[src/rtl/ula_pkg.sv]
// Shared types and constants for the RPN ULA datapath blocks.
//   ULA_W       operand width
//   ULA_PW      product / accumulator width (2*ULA_W)
//   ula_state_e sequencer state for multi-cycle ULA operations
package ula_pkg;

  localparam int unsigned ULA_W  = 8;
  localparam int unsigned ULA_PW = 2 * ULA_W;

  typedef enum logic [1:0] {
    StIdle,
    StRun,
    StDone
  } ula_state_e;

endpackage

[src/rtl/ula_add16.sv]
// Unsigned adder used for the accumulator update of the shift-add multiplier.
// The default width is 16 bits. The carry-out is dropped because the
// accumulator never exceeds Width bits.
//   a_i   [Width-1:0]  first operand
//   b_i   [Width-1:0]  second operand
//   sum_o [Width-1:0]  a_i + b_i (modulo 2^Width)
module ula_add16
  import ula_pkg::*;
#(
  parameter int unsigned Width = ULA_PW
) (
  input  logic [Width-1:0] a_i,
  input  logic [Width-1:0] b_i,
  output logic [Width-1:0] sum_o
);

  assign sum_o = a_i + b_i;

endmodule

[src/rtl/ula_mult_acc_seq.sv]
// Sequential shift-add multiplier-accumulator: P = Q*B + R (unsigned).
// This block is the MUL operation of the ULA. It also rebuilds a dividend
// from a quotient, divisor and remainder, so it can check DIV results.
// Every operation takes W iterations. No early exit is taken, so the
// latency is the same for all operands.
//   clk    rising-edge clock
//   rst    synchronous active-high reset
//   start  request, sampled only in idle
//   Q      multiplier (quotient)
//   B      multiplicand (divisor)
//   R      addend, zero-extended (remainder)
//   busy   high while iterating (exactly W cycles)
//   done   one-cycle pulse, P/ovf valid
//   P      result, held until the next result or rst
//   ovf    result needs more than W bits
// Optional macro ULA_MULACC_DIVCHECK_EN adds these ports:
//   A      original dividend, latched on accept
//   chk_ok high with done when P == A and R < B
module ula_mult_acc_seq
  import ula_pkg::*;
#(
  parameter int unsigned W = ULA_W
) (
  input  logic           clk,
  input  logic           rst,
  input  logic           start,
  input  logic [W-1:0]   Q,
  input  logic [W-1:0]   B,
  input  logic [W-1:0]   R,
`ifdef ULA_MULACC_DIVCHECK_EN
  input  logic [W-1:0]   A,
  output logic           chk_ok,
`endif
  output logic           busy,
  output logic           done,
  output logic [2*W-1:0] P,
  output logic           ovf
);

  localparam int unsigned CntW = (W > 1) ? $clog2(W) : 1;
  localparam logic [CntW-1:0] CntLast = CntW'(W - 1);

  ula_state_e      state_q, state_d;
  logic [W-1:0]    mq_q, mq_d;
  logic [W-1:0]    mb_q, mb_d;
  logic [2*W-1:0]  acc_q, acc_d;
  logic [CntW-1:0] cnt_q, cnt_d;
  logic [2*W-1:0]  p_q, p_d;
  logic            ovf_q, ovf_d;
  logic            done_q, done_d;
  logic [2*W-1:0]  addend;
  logic [2*W-1:0]  sum;

`ifdef ULA_MULACC_DIVCHECK_EN
  logic [W-1:0] a_q, a_d;
  logic [W-1:0] r_q, r_d;
  logic         chk_q, chk_d;
`endif

  // The partial product is shifted by the iteration count, so the
  // multiplicand register itself never shifts.
  assign addend = mq_q[0] ? ({{W{1'b0}}, mb_q} << cnt_q) : '0;

  ula_add16 #(
    .Width (2 * W)
  ) u_add (
    .a_i   (acc_q),
    .b_i   (addend),
    .sum_o (sum)
  );

  always_comb begin
    state_d = state_q;
    mq_d    = mq_q;
    mb_d    = mb_q;
    acc_d   = acc_q;
    cnt_d   = cnt_q;
    p_d     = p_q;
    ovf_d   = ovf_q;
    done_d  = 1'b0;
`ifdef ULA_MULACC_DIVCHECK_EN
    a_d     = a_q;
    r_d     = r_q;
    chk_d   = chk_q;
`endif
    unique case (state_q)
      StIdle: begin
        if (start) begin
          mq_d    = Q;
          mb_d    = B;
          acc_d   = {{W{1'b0}}, R};
          cnt_d   = '0;
          state_d = StRun;
`ifdef ULA_MULACC_DIVCHECK_EN
          a_d     = A;
          r_d     = R;
`endif
        end
      end
      StRun: begin
        acc_d = sum;
        mq_d  = mq_q >> 1;
        cnt_d = cnt_q + 1'b1;
        if (cnt_q == CntLast) begin
          p_d     = sum;
          ovf_d   = |sum[2*W-1:W];
          done_d  = 1'b1;
          state_d = StDone;
`ifdef ULA_MULACC_DIVCHECK_EN
          chk_d   = (sum == {{W{1'b0}}, a_q}) && (r_q < mb_q);
`endif
        end
      end
      StDone: begin
        state_d = StIdle;
`ifdef ULA_MULACC_DIVCHECK_EN
        chk_d   = 1'b0;
`endif
      end
      default: state_d = StIdle;
    endcase
  end

  always_ff @(posedge clk) begin
    if (rst) begin
      state_q <= StIdle;
      mq_q    <= '0;
      mb_q    <= '0;
      acc_q   <= '0;
      cnt_q   <= '0;
      p_q     <= '0;
      ovf_q   <= 1'b0;
      done_q  <= 1'b0;
`ifdef ULA_MULACC_DIVCHECK_EN
      a_q     <= '0;
      r_q     <= '0;
      chk_q   <= 1'b0;
`endif
    end else begin
      state_q <= state_d;
      mq_q    <= mq_d;
      mb_q    <= mb_d;
      acc_q   <= acc_d;
      cnt_q   <= cnt_d;
      p_q     <= p_d;
      ovf_q   <= ovf_d;
      done_q  <= done_d;
`ifdef ULA_MULACC_DIVCHECK_EN
      a_q     <= a_d;
      r_q     <= r_d;
      chk_q   <= chk_d;
`endif
    end
  end

  assign busy = (state_q == StRun);
  assign done = done_q;
  assign P    = p_q;
  assign ovf  = ovf_q;
`ifdef ULA_MULACC_DIVCHECK_EN
  assign chk_ok = chk_q;
`endif

endmodule

[config.mk]
export PLATFORM = sky130hd
export DESIGN_NAME = ula_mult_acc_seq
export DESIGN_NICKNAME = d
export VERILOG_FILES = /design/src/rtl/ula_pkg.sv /design/src/rtl/ula_add16.sv /design/src/rtl/ula_mult_acc_seq.sv
export SDC_FILE = /design/constraint.sdc
export NUM_CORES = 1
export LEC_CHECK = 0
export ABC_AREA = 1
export BUFFER_PORTS_ARGS = -buffer_cell sky130_fd_sc_hd__clkbuf_2
export CORE_MARGIN = 2
export CORE_UTILIZATION = 45
export DETAILED_ROUTE_END_ITERATION = 10
export PLACE_DENSITY = 0.71
export SYNTH_ARGS = -nofsm -noshare
export SYNTH_HDL_FRONTEND = slang
export SYNTH_SLANG_ARGS = --single-unit
[constraint.sdc]
create_clock -name clk -period 2.33 [get_ports clk]
set_input_delay 0.466 -clock clk [delete_from_list [all_inputs] [get_ports clk]]
set_output_delay 0.466 -clock clk [all_outputs]
set_load 0.02 [all_outputs]
==> results.cfg, run 1 <==
[worst_setup_path]
required_ns = 2.54
start_kind = flop
regToRegSetupSlack_ns = -0.11
critPathKind = flop to flop
path_max_fanout = 6
setup.worst_path.end_class = flop
crit_arrival_ns = 2.65

[clock_network]
htreeDepth = 2
cts-root-buf = clkbuf_8
clk_path_buf_depth = 2
tritoncts = yes
numCtsBuffers = 5
clock-sinks = 55
clkSlewWorstSetupHoldPaths_ns = 0.11
ctsHoldBuffers = 0
clk-insertion-delay-late_ns = 0.31

[synthesis]
yosysTopAreaCellShare = 0.3318
synth_cells = 518
synth_compound_area_frac = 0.1727
ys.warnings.count = 0
synth-main-ff-cell = dfxtp_1
ys_seq_area_frac = 0.3318
synth_fa_ha_area_frac = 0.07014
async_flop_share = 0
ys_ff_latch = 55
avgSynthCellArea_sq_um = 6.406
synth.area.mux_share = 0.003017
ys_types = 32
synth_top_family_by_area = simple AND/OR/NAND/NOR gates
synthTopCellsByArea = dfxtp_1 (33%), nand2_1 (19%), inv_1 (7.8%), ha_1 (6.4%), o21ai_0 (6.2%)
synth.net_count = 563
synth-edff-count = 0
yosysTopAreaCell = dfxtp_1
synth-simple-area-share = 0.2975
synth_xor_area_frac = 0.01584
synth_area_sq_um = 3318

[place]
hpwl_um = 6387
placed_cells = 673
io_buffers = 45
gp_congestion = 0.9244

[detailed_routing]
wire_per_inst_um = 14.75
ant_nets = 0
viasPerCell = 5.343
dr.pass1.iters = 5
vias = 3724
drt_iter0_drc = 201
drc_errors = 0
drt-total-wl_um = 10280

[floorplanning]
dieArea_sq_um = 8077
die_h_um = 89.87
num_rows = 31
io-pin-count = 46
start_util = 0.4599
core_area_sq_um = 7214
die_w_um = 89.87

[hold_path]
hp-class = input port to flop

[timing]
setup_viol = 14
finalCritPeriodShare = 1.048
fin_ws_ns = -0.1112
worstMarginPinSlew_ns = 0.5437
rsz0062_at_grt = yes
max-slew-margin-rel = 0.6372
slew_viol_final = 0
hold_viol = 0
min_period_ns = 2.441
fmax_mhz = 409.6
finClkSkew_ns = 0.008370

[grt]
grt_pass1_vias = 3263
grt_max_degree = 31
track_usage = 0.2144
overflow = 0
grt_pass1_wl_um = 14530
antenna_found_initial = 0

[pwr]
swShare = 0.3139
p_seq_frac = 0.489
pwr_density_cell_nw_per_um2 = 449.1
leakage_nw = 2.267
vdd_drop_max_uv = 379.2
p_comb_frac = 0.238
p_sw_mw = 0.6562
total_power_mw = 2.090
internal_power_mw = 1.434
pwr-share-clk = 0.273

[finish]
instances_no_fill = 697
nFillCells = 627
area_delta_synth_final_pct = 40.27
num_antenna_cells = 0
drive_gt1_frac = 0.4064
final_nets = 643

[run_status]
violations = setup timing
status = finished, violations left

[run]
max_cap_violations = 0
-- cell type report --
type / count / area (sq um) / share of cell area
flip-flops and latches: 55 / 1110 / 0.2384
repair inverters: 1 / 7.507 / 0.001613
repair buffers: 92 / 601.8 / 0.1293
inverters: 72 / 270.3 / 0.05806
multi-input cells: 371 / 2450 / 0.5263
clock buffers: 6 / 82.58 / 0.01774
clock inverters: 1 / 8.758 / 0.001882
well taps: 99 / 123.9 / 0.02661
-- synthesized netlist by cell type (2+ instances only) --
cell type	instances
nand2_1	165
inv_1	69
dfxtp_1	55
o21ai_0	41
nor2_1	38
a21oi_1	31
nand3_1	22
ha_1	17
buf_2	10
a31oi_1	8
clkbuf_1	8
o211ai_1	7
o22ai_1	7
o21bai_1	5
xor2_1	5
nand3b_1	4
o21ai_1	4
inv_2	3
nor2_2	3
and2_1	2
nand2_2	2
nand4_1	2
-- state kept, by name, indices dropped and copies added (netlist names) --
signal / count
P: 16
acc_q: 16
cnt_q: 3
done: 1
mb_q: 8
mq_q: 8
ovf: 1
state_q: 2
-- layer usage --
metal / global-route usage / routed length, um / part of all wire
met3: 0.03521 / 581 / 0.057
met2: 0.3737 / 5216 / 0.51
met1: 0.2716 / 4120 / 0.40
met5: 0 / 0 / 0
met4: 0.06795 / 360 / 0.035
-- logic make-up (layout without fill, tap and decap cells) --
| logic type | Yosys count | count (layout) |
|---|---|---|
| compound gates | 104 | 104 |
| xor+xnor | 6 | 6 |
| fa+ha+maj | 18 | 18 |
| buf+inv | 92 | 172 |
| flops | 55 | 55 |
| mux | 1 | 1 |
| simple gates | 242 | 242 |
-- cells in the final DEF, fill, tap and decap left out, types with 2 or more instances in the layout --
cell type / count
a21oi_1: 22
a21oi_2: 8
a31oi_1: 8
and2_4: 2
buf_4: 43
buf_6: 3
clkbuf_2: 45
clkbuf_8: 6
dfxtp_1: 52
dfxtp_4: 2
ha_1: 5
ha_2: 2
ha_4: 10
inv_1: 60
inv_2: 12
nand2_1: 111
nand2_2: 49
nand2_4: 7
nand3_1: 15
nand3_2: 6
nand3b_1: 4
nand4_1: 2
nor2_1: 21
nor2_2: 13
nor2_4: 8
o211ai_1: 7
o21ai_0: 32
o21ai_1: 4
o21ai_2: 7
o21ai_4: 2
o21bai_1: 5
o22ai_2: 5
xor2_1: 2
xor2_2: 3
-- critical path, cell delays in order, from the launching register on --
cell and delay [ns]:
dfxtp_4 0.40, buf_6 0.10, mux2i_2 0.23, nand2_1 0.11
o21ai_2 0.11, o22ai_2 0.13, ha_4 0.31, nand2_2 0.06
inv_2 0.07, nand2_2 0.07, nor3_2 0.18, nand2_1 0.09
nand2_1 0.07, nand2_1 0.07, nand2_2 0.10, nand2_1 0.06
nor2_2 0.10, a21oi_1 0.06
-- metrics by stage --
stage,area (sq um),setup TNS (ns),worst slack (ns),hold WS (ns),utilization
finish,4654,-0.5110,-0.1112,0.3768,0.6452
global route,4654,-3.063,-0.2516,0.3905,0.6452
CTS,4026,-0.02491,-0.02491,0.3803,0.5581
detailed placement,3821,-2.518,-0.2232,0.4655,0.5297
global placement,3821,-1.559,-0.1936,0.4525,0.5297
floorplan,3318,0,0.09995,0.4401,-
-- final timing paths --
| path | cells after the start | from | end |
|---|---|---|---|
| min reg2reg | 2 | acc_q[14] | acc_q[14] |
| max | 17 | cnt_q[0] | ovf |
| max reg2reg | 17 | cnt_q[0] | ovf |
| min | 3 | Q[0] | mq_q[0] |
-- power by group through the flow --
| stage | clock, mW | sequential [mW] | combinational (mW) |
|---|---|---|---|
| after detailed placement | 0 | 1.03 | 0.351 |
| after global placement | 0 | 1.03 | 0.347 |
| final | 0.570 | 1.02 | 0.498 |
| after CTS | 0.580 | 1.01 | 0.376 |
| after global routing | 0.608 | 1.03 | 0.545 |
| after floorplan | 0 | 1.02 | 0.232 |
-- what timing repair did --
action,CTS,global route
setup buffers,3,13
endpoints found under the setup margin,25,27
pin swaps,14,63
gates resized for setup,39,130
gates cloned,0,1
(Power assumes the default switching activity.)
==> run 2, diff against run 1 <==
- PLACE_DENSITY: 0.71 -> 0.68
==> run 2 against run 1 <==
Against the previous run:
- the flow still finishes with violations (setup timing)
- via count down 4.8%
- clock power about the same
- non-clock buffer count up 1
- first-iteration DRC count down 43%
- die area unchanged
- core utilization down 0.94 points
- routed wire length down 7.2%
- maximum frequency up 4.3%
- sequential share of layout area up 0.30 points
- critical path type unchanged
==> results.cfg, run 2 (synthesis gave the netlist of run 1 again) <==
[detailed_routing]
drt_iter0_drc = 115
wire_per_inst_um = 13.67
ant_nets = 0
viasPerCell = 5.082
vias = 3547
dr.pass1.iters = 6
met3WireLength_um = 447
drc_errors = 0
maxUsedRoutingLayer = met4
wl_met1_um = 4073
drt-total-wl_um = 9541
wl_met2_um = 4841

[finish]
drive_gt1_frac = 0.3806
area_delta_synth_final_pct = 38.24
final_common_cell = nand2_1
final_nets = 643
final_cell_mix = nand2_1 (121), inv_1 (62), dfxtp_1 (52)
design_area_sq_um = 4587
nFillCells = 658
num_antenna_cells = 0
instances_no_fill = 698

[place]
placed_cell_area_sq_um = 3849
io_buffers = 45
gp_congestion = 0.9601
hpwl_um = 6509
placed_cells = 675

[worst_setup_path]
r2r_start = cnt_q[0]
critPathMostFrequentCell = nand2_2
crit_arrival_ns = 2.56
start_kind = flop
regToRegSetupSlack_ns = -0.01
path_max_fanout = 6
required_ns = 2.54
cp-startpoint = cnt_q[0]
cpPeakStageDelay_ns = 0.39
rr_endpoint = ovf
critPathKind = flop to flop
setup.worst_path.end_class = flop
critPathSlowestCell = dfxtp_4
reg2reg_depth = 16
crit_end = ovf
critical_path.cell_chain = buf_6 > mux2i_4 > nand2_2 > o21ai_4 > o22ai_2 > ha_4 > nand2_2 > nor2_4 > and2_1 > nand2_2 > nand2_1 > nand2_2 > nand2_2 > nand2_1 > nor2_1 > a21oi_1

[timing]
finClkSkew_ns = 0.008798
setup_viol = 3
rsz0062_at_grt = yes
hold_ws_ns = 0.3816
tns_ns = -0.03335
min_period_ns = 2.341
max-slew-margin-rel = 0.7336
slew_viol_final = 0
hold_viol = 0
worstMarginPinSlew_ns = 0.3987
finalCritPeriodShare = 1.005
fin_ws_ns = -0.01140
fmax_mhz = 427.1

[clock_network]
htreeDepth = 2
clock-sinks = 55
numCtsBuffers = 5
clkSlewWorstSetupHoldPaths_ns = 0.11
tritoncts = yes
ctsHoldBuffers = 0
clk_path_buf_depth = 2
cts-root-buf = clkbuf_8
clk-insertion-delay-late_ns = 0.32

[floorplanning]
core_area_sq_um = 7214
num_rows = 31
io-pin-count = 46
start_util = 0.4599
die_h_um = 89.87
dieArea_sq_um = 8077
die_w_um = 89.87

[pwr]
vdd_drop_max_uv = 407.4
leakage_nw = 2.214
pwr_density_cell_nw_per_um2 = 451.4

[run]
max_cap_violations = 0

[grt]
grt_max_degree = 40
overflow = 0
grt_pass1_wl_um = 14780
antenna_found_initial = 0
track_usage = 0.2185
grt_pass1_vias = 3283

[run_status]
violations = setup timing
status = finished, violations left

[hold_path]
hp-class = input port to flop
[run 2: layer usage]
metal  GRT usage  vias up
met3     0.02934       19
met5           0        -
met1      0.2865     1639
li1            -     1813
met4     0.04103        0
met2      0.3883       76
[run 2: worst min path at each step]
stage / startpoint / endpoint / slack, ns / depth (start not counted)
6_report: Q[7] / mq_q[7] / 0.38 / 3
5_1_grt: Q[6] / mq_q[6] / 0.39 / 3
4_1_cts: Q[7] / mq_q[7] / 0.38 / 3
3_5_place_dp: P[2] / P[2] / 0.46 / 2
3_3_place_gp: mq_q[7] / mq_q[7] / 0.45 / 2
2_1_floorplan: mq_q[7] / mq_q[7] / 0.44 / 2
[run 2: repair_timing]
item                       4_1_cts  5_1_grt
setup buffers                    8        7
resized for setup               53       90
setup endpoints to repair       20       27
pin swaps                       32       47
[run 2: cell type report]
class,count,area [sq um],share of cell area
clock buffer,5,68.82,0.01500
clock inverter,3,23.77,0.005183
inverter,72,270.3,0.05892
multi-input combinational,371,2375,0.5177
sequential,55,1107,0.2414
tap,99,123.9,0.02700
timing repair buffer,93,618.1,0.1348
[run 2: stage by stage]
| stage | setup WS (ns) | utilization | total power, mW |
|---|---|---|---|
| floorplan | 0.09995 | - | 1.257 |
| global placement | -0.1760 | 0.5335 | 1.386 |
| detailed placement | -0.1886 | 0.5335 | 1.392 |
| CTS | -0.02629 | 0.5775 | 1.981 |
| global route | -0.1610 | 0.6358 | 2.153 |
| finish | -0.01140 | 0.6358 | 2.070 |
[run 2: critical path, delay by kind of cell, from the launching register on]
kind,cells,cell delay (ns)
compound gates,3,0.27
fa+ha+maj,1,0.31
buf+inv,1,0.13
flops,1,0.39
mux,1,0.23
simple gates,10,0.92
[run 2: power by group]
group,switching [mW],internal [mW]
logic,0.276,0.205
registers,0.0360,0.984
clock network,0.351,0.218
==> run 3, diff against run 2 <==
- CORE_UTILIZATION: 45 -> 50
- GPL_TIMING_DRIVEN: unset -> 0
- PLACE_DENSITY: 0.68 -> 0.75
==> run 3 against run 2 <==
Against the previous run:
- the flow still finishes with violations (setup timing)
- clock-buffer cell count unchanged
- largest power group unchanged
- clock skew decreased by 0.00088 ns
- routed wire length increased by 19%
==> results.cfg, run 3 (synthesis gave the netlist of run 1 again) <==
[detailed_routing]
wire_per_inst_um = 16.89
drt_iter0_drc = 284
ant_nets = 0
viasPerCell = 5.639
dr.pass1.iters = 5
drt-total-wl_um = 11390
drc_errors = 0
vias = 3801

[worst_setup_path]
cpPeakStageDelay_ns = 0.40
start_kind = flop
path_depth = 16
regToRegSetupSlack_ns = -0.09
r2r_start = cnt_q[0]
crit_family = simple AND/OR/NAND/NOR gates
crit_arrival_ns = 2.64
critPathMostFrequentCell = nand2_1
rr_endpoint = ovf
crit_end = ovf
reg2reg_depth = 16
setup.worst_path.end_class = flop
critical_path.cell_chain = buf_8 > nor2_4 > buf_6 > o21ai_4 > o22ai_4 > ha_4 > nand2_1 > nand2_2 > a21oi_2 > nand2_2 > nand2_4 > nand3b_1 > nand2_1 > nand2_1 > nor2_1 > a21oi_1
critPathKind = flop to flop
cp_num_buf_inv = 2
critPathSlowestCell = dfxtp_4
required_ns = 2.55
path_max_fanout = 5
cp-startpoint = cnt_q[0]

[run_status]
violations = setup timing
status = finished, violations left

[floorplanning]
num_rows = 29
io-pin-count = 46
die_w_um = 85.47
start_util = 0.5196
core_area_sq_um = 6386
dieArea_sq_um = 7304
die_h_um = 85.47

[timing]
min_period_ns = 2.420
finClkSkew_ns = 0.007917
hold_viol = 0
finalCritPeriodShare = 1.039
fmax_mhz = 413.2
setup_viol = 6
rsz0062_at_grt = yes
slew_viol_final = 0
fin_ws_ns = -0.08994
max-slew-margin-rel = 0.5355
worstMarginPinSlew_ns = 0.6968

[finish]
drive_gt1_frac = 0.4204
instances_no_fill = 674
final_cell_mix = nand2_1 (103), inv_1 (55), dfxtp_1 (52)
num_antenna_cells = 0
final_common_cell = nand2_1
final_nets = 641
seqCellArea_sq_um = 1107
design_area_sq_um = 4740
nFillCells = 469
area_delta_synth_final_pct = 42.84
multiInputGateArea_sq_um = 2618

[pwr]
total_power_mw = 2.115
pwr_density_cell_nw_per_um2 = 446.2
vdd_drop_max_uv = 506.2
leakage_nw = 2.287

[clock_network]
numCtsBuffers = 5
tritoncts = yes
clk-insertion-delay-late_ns = 0.33
htreeDepth = 2
clk_path_buf_depth = 2
clkSlewWorstSetupHoldPaths_ns = 0.10
cts-root-buf = clkbuf_8
clock-sinks = 55
ctsHoldBuffers = 0

[grt]
track_usage = 0.2706
overflow = 0
grt_max_degree = 17
antenna_found_initial = 0
grt_pass1_vias = 3315
grt_pass1_wl_um = 15710

[place]
placed_cell_area_sq_um = 3635
io_buffers = 44
gp_congestion = 0.9621
hpwl_um = 6872
placed_cells = 639

[run]
max_cap_violations = 0

[hold_path]
hp-class = input port to flop
## run 3: through the flow
stage	hold WS, ns	util	TNS [ns]	setup WS [ns]
2_1_floorplan	0.4401	-	0	0.09995
3_3_place_gp	0.4558	0.5692	-3.921	-0.3326
3_5_place_dp	0.4595	0.5692	-5.377	-0.3925
4_1_cts	0.3932	0.6454	-0.001145	-0.001145
5_1_grt	0.3808	0.7422	-1.880	-0.1924
6_report	0.3796	0.7422	-0.1835	-0.08994
## run 3: routing by layer
layer | routed length [um] | share of wire | global-route usage
met4 | 481 | 0.042 | 0.1111
met3 | 778 | 0.068 | 0.03210
met2 | 5650 | 0.50 | 0.4574
met1 | 4477 | 0.39 | 0.3493
met5 | 0 | 0 | 0
## run 3: final cells by class
cell class	count	area share
flip-flops and latches	55	0.2336
clock inverters	3	0.003168
inverters	72	0.05755
well taps	77	0.02033
clock buffers	5	0.01452
plain buffers	20	0.02693
repair buffers	71	0.09160
multi-input cells	371	0.5523
## run 3: worst register-to-register path: cells and delay by family, from the launching register on
family	cells	cell delay (ns)
AND/OR/NAND/NOR	9	0.89
flip-flops	1	0.40
buffers and inverters	2	0.27
adder cells (fa/ha/maj)	1	0.26
AO/OA/AOI/OAI	4	0.50
## run 3: worst min-delay path by stage
stage | start | end | slack (ns) | depth (start not counted)
2_1_floorplan | mq_q[7] | mq_q[7] | 0.44 | 2
3_3_place_gp | acc_q[8] | acc_q[8] | 0.46 | 2
3_5_place_dp | P[2] | P[2] | 0.46 | 2
4_1_cts | Q[7] | mq_q[7] | 0.39 | 3
5_1_grt | Q[7] | mq_q[7] | 0.38 | 3
6_report | Q[1] | mq_q[1] | 0.38 | 3
## run 3: where the power goes
part / internal (mW) / switching [mW]
logic: 0.219 / 0.331
registers: 0.984 / 0.0403
clock network: 0.207 / 0.333
## run 3: repair_timing
item | 4_1_cts | 5_1_grt
endpoints found under the setup margin | 25 | 23
gates resized for setup | 83 | 137
cloned | 2 | 0
pin swaps | 28 | 79
setup buffers | 12 | 13
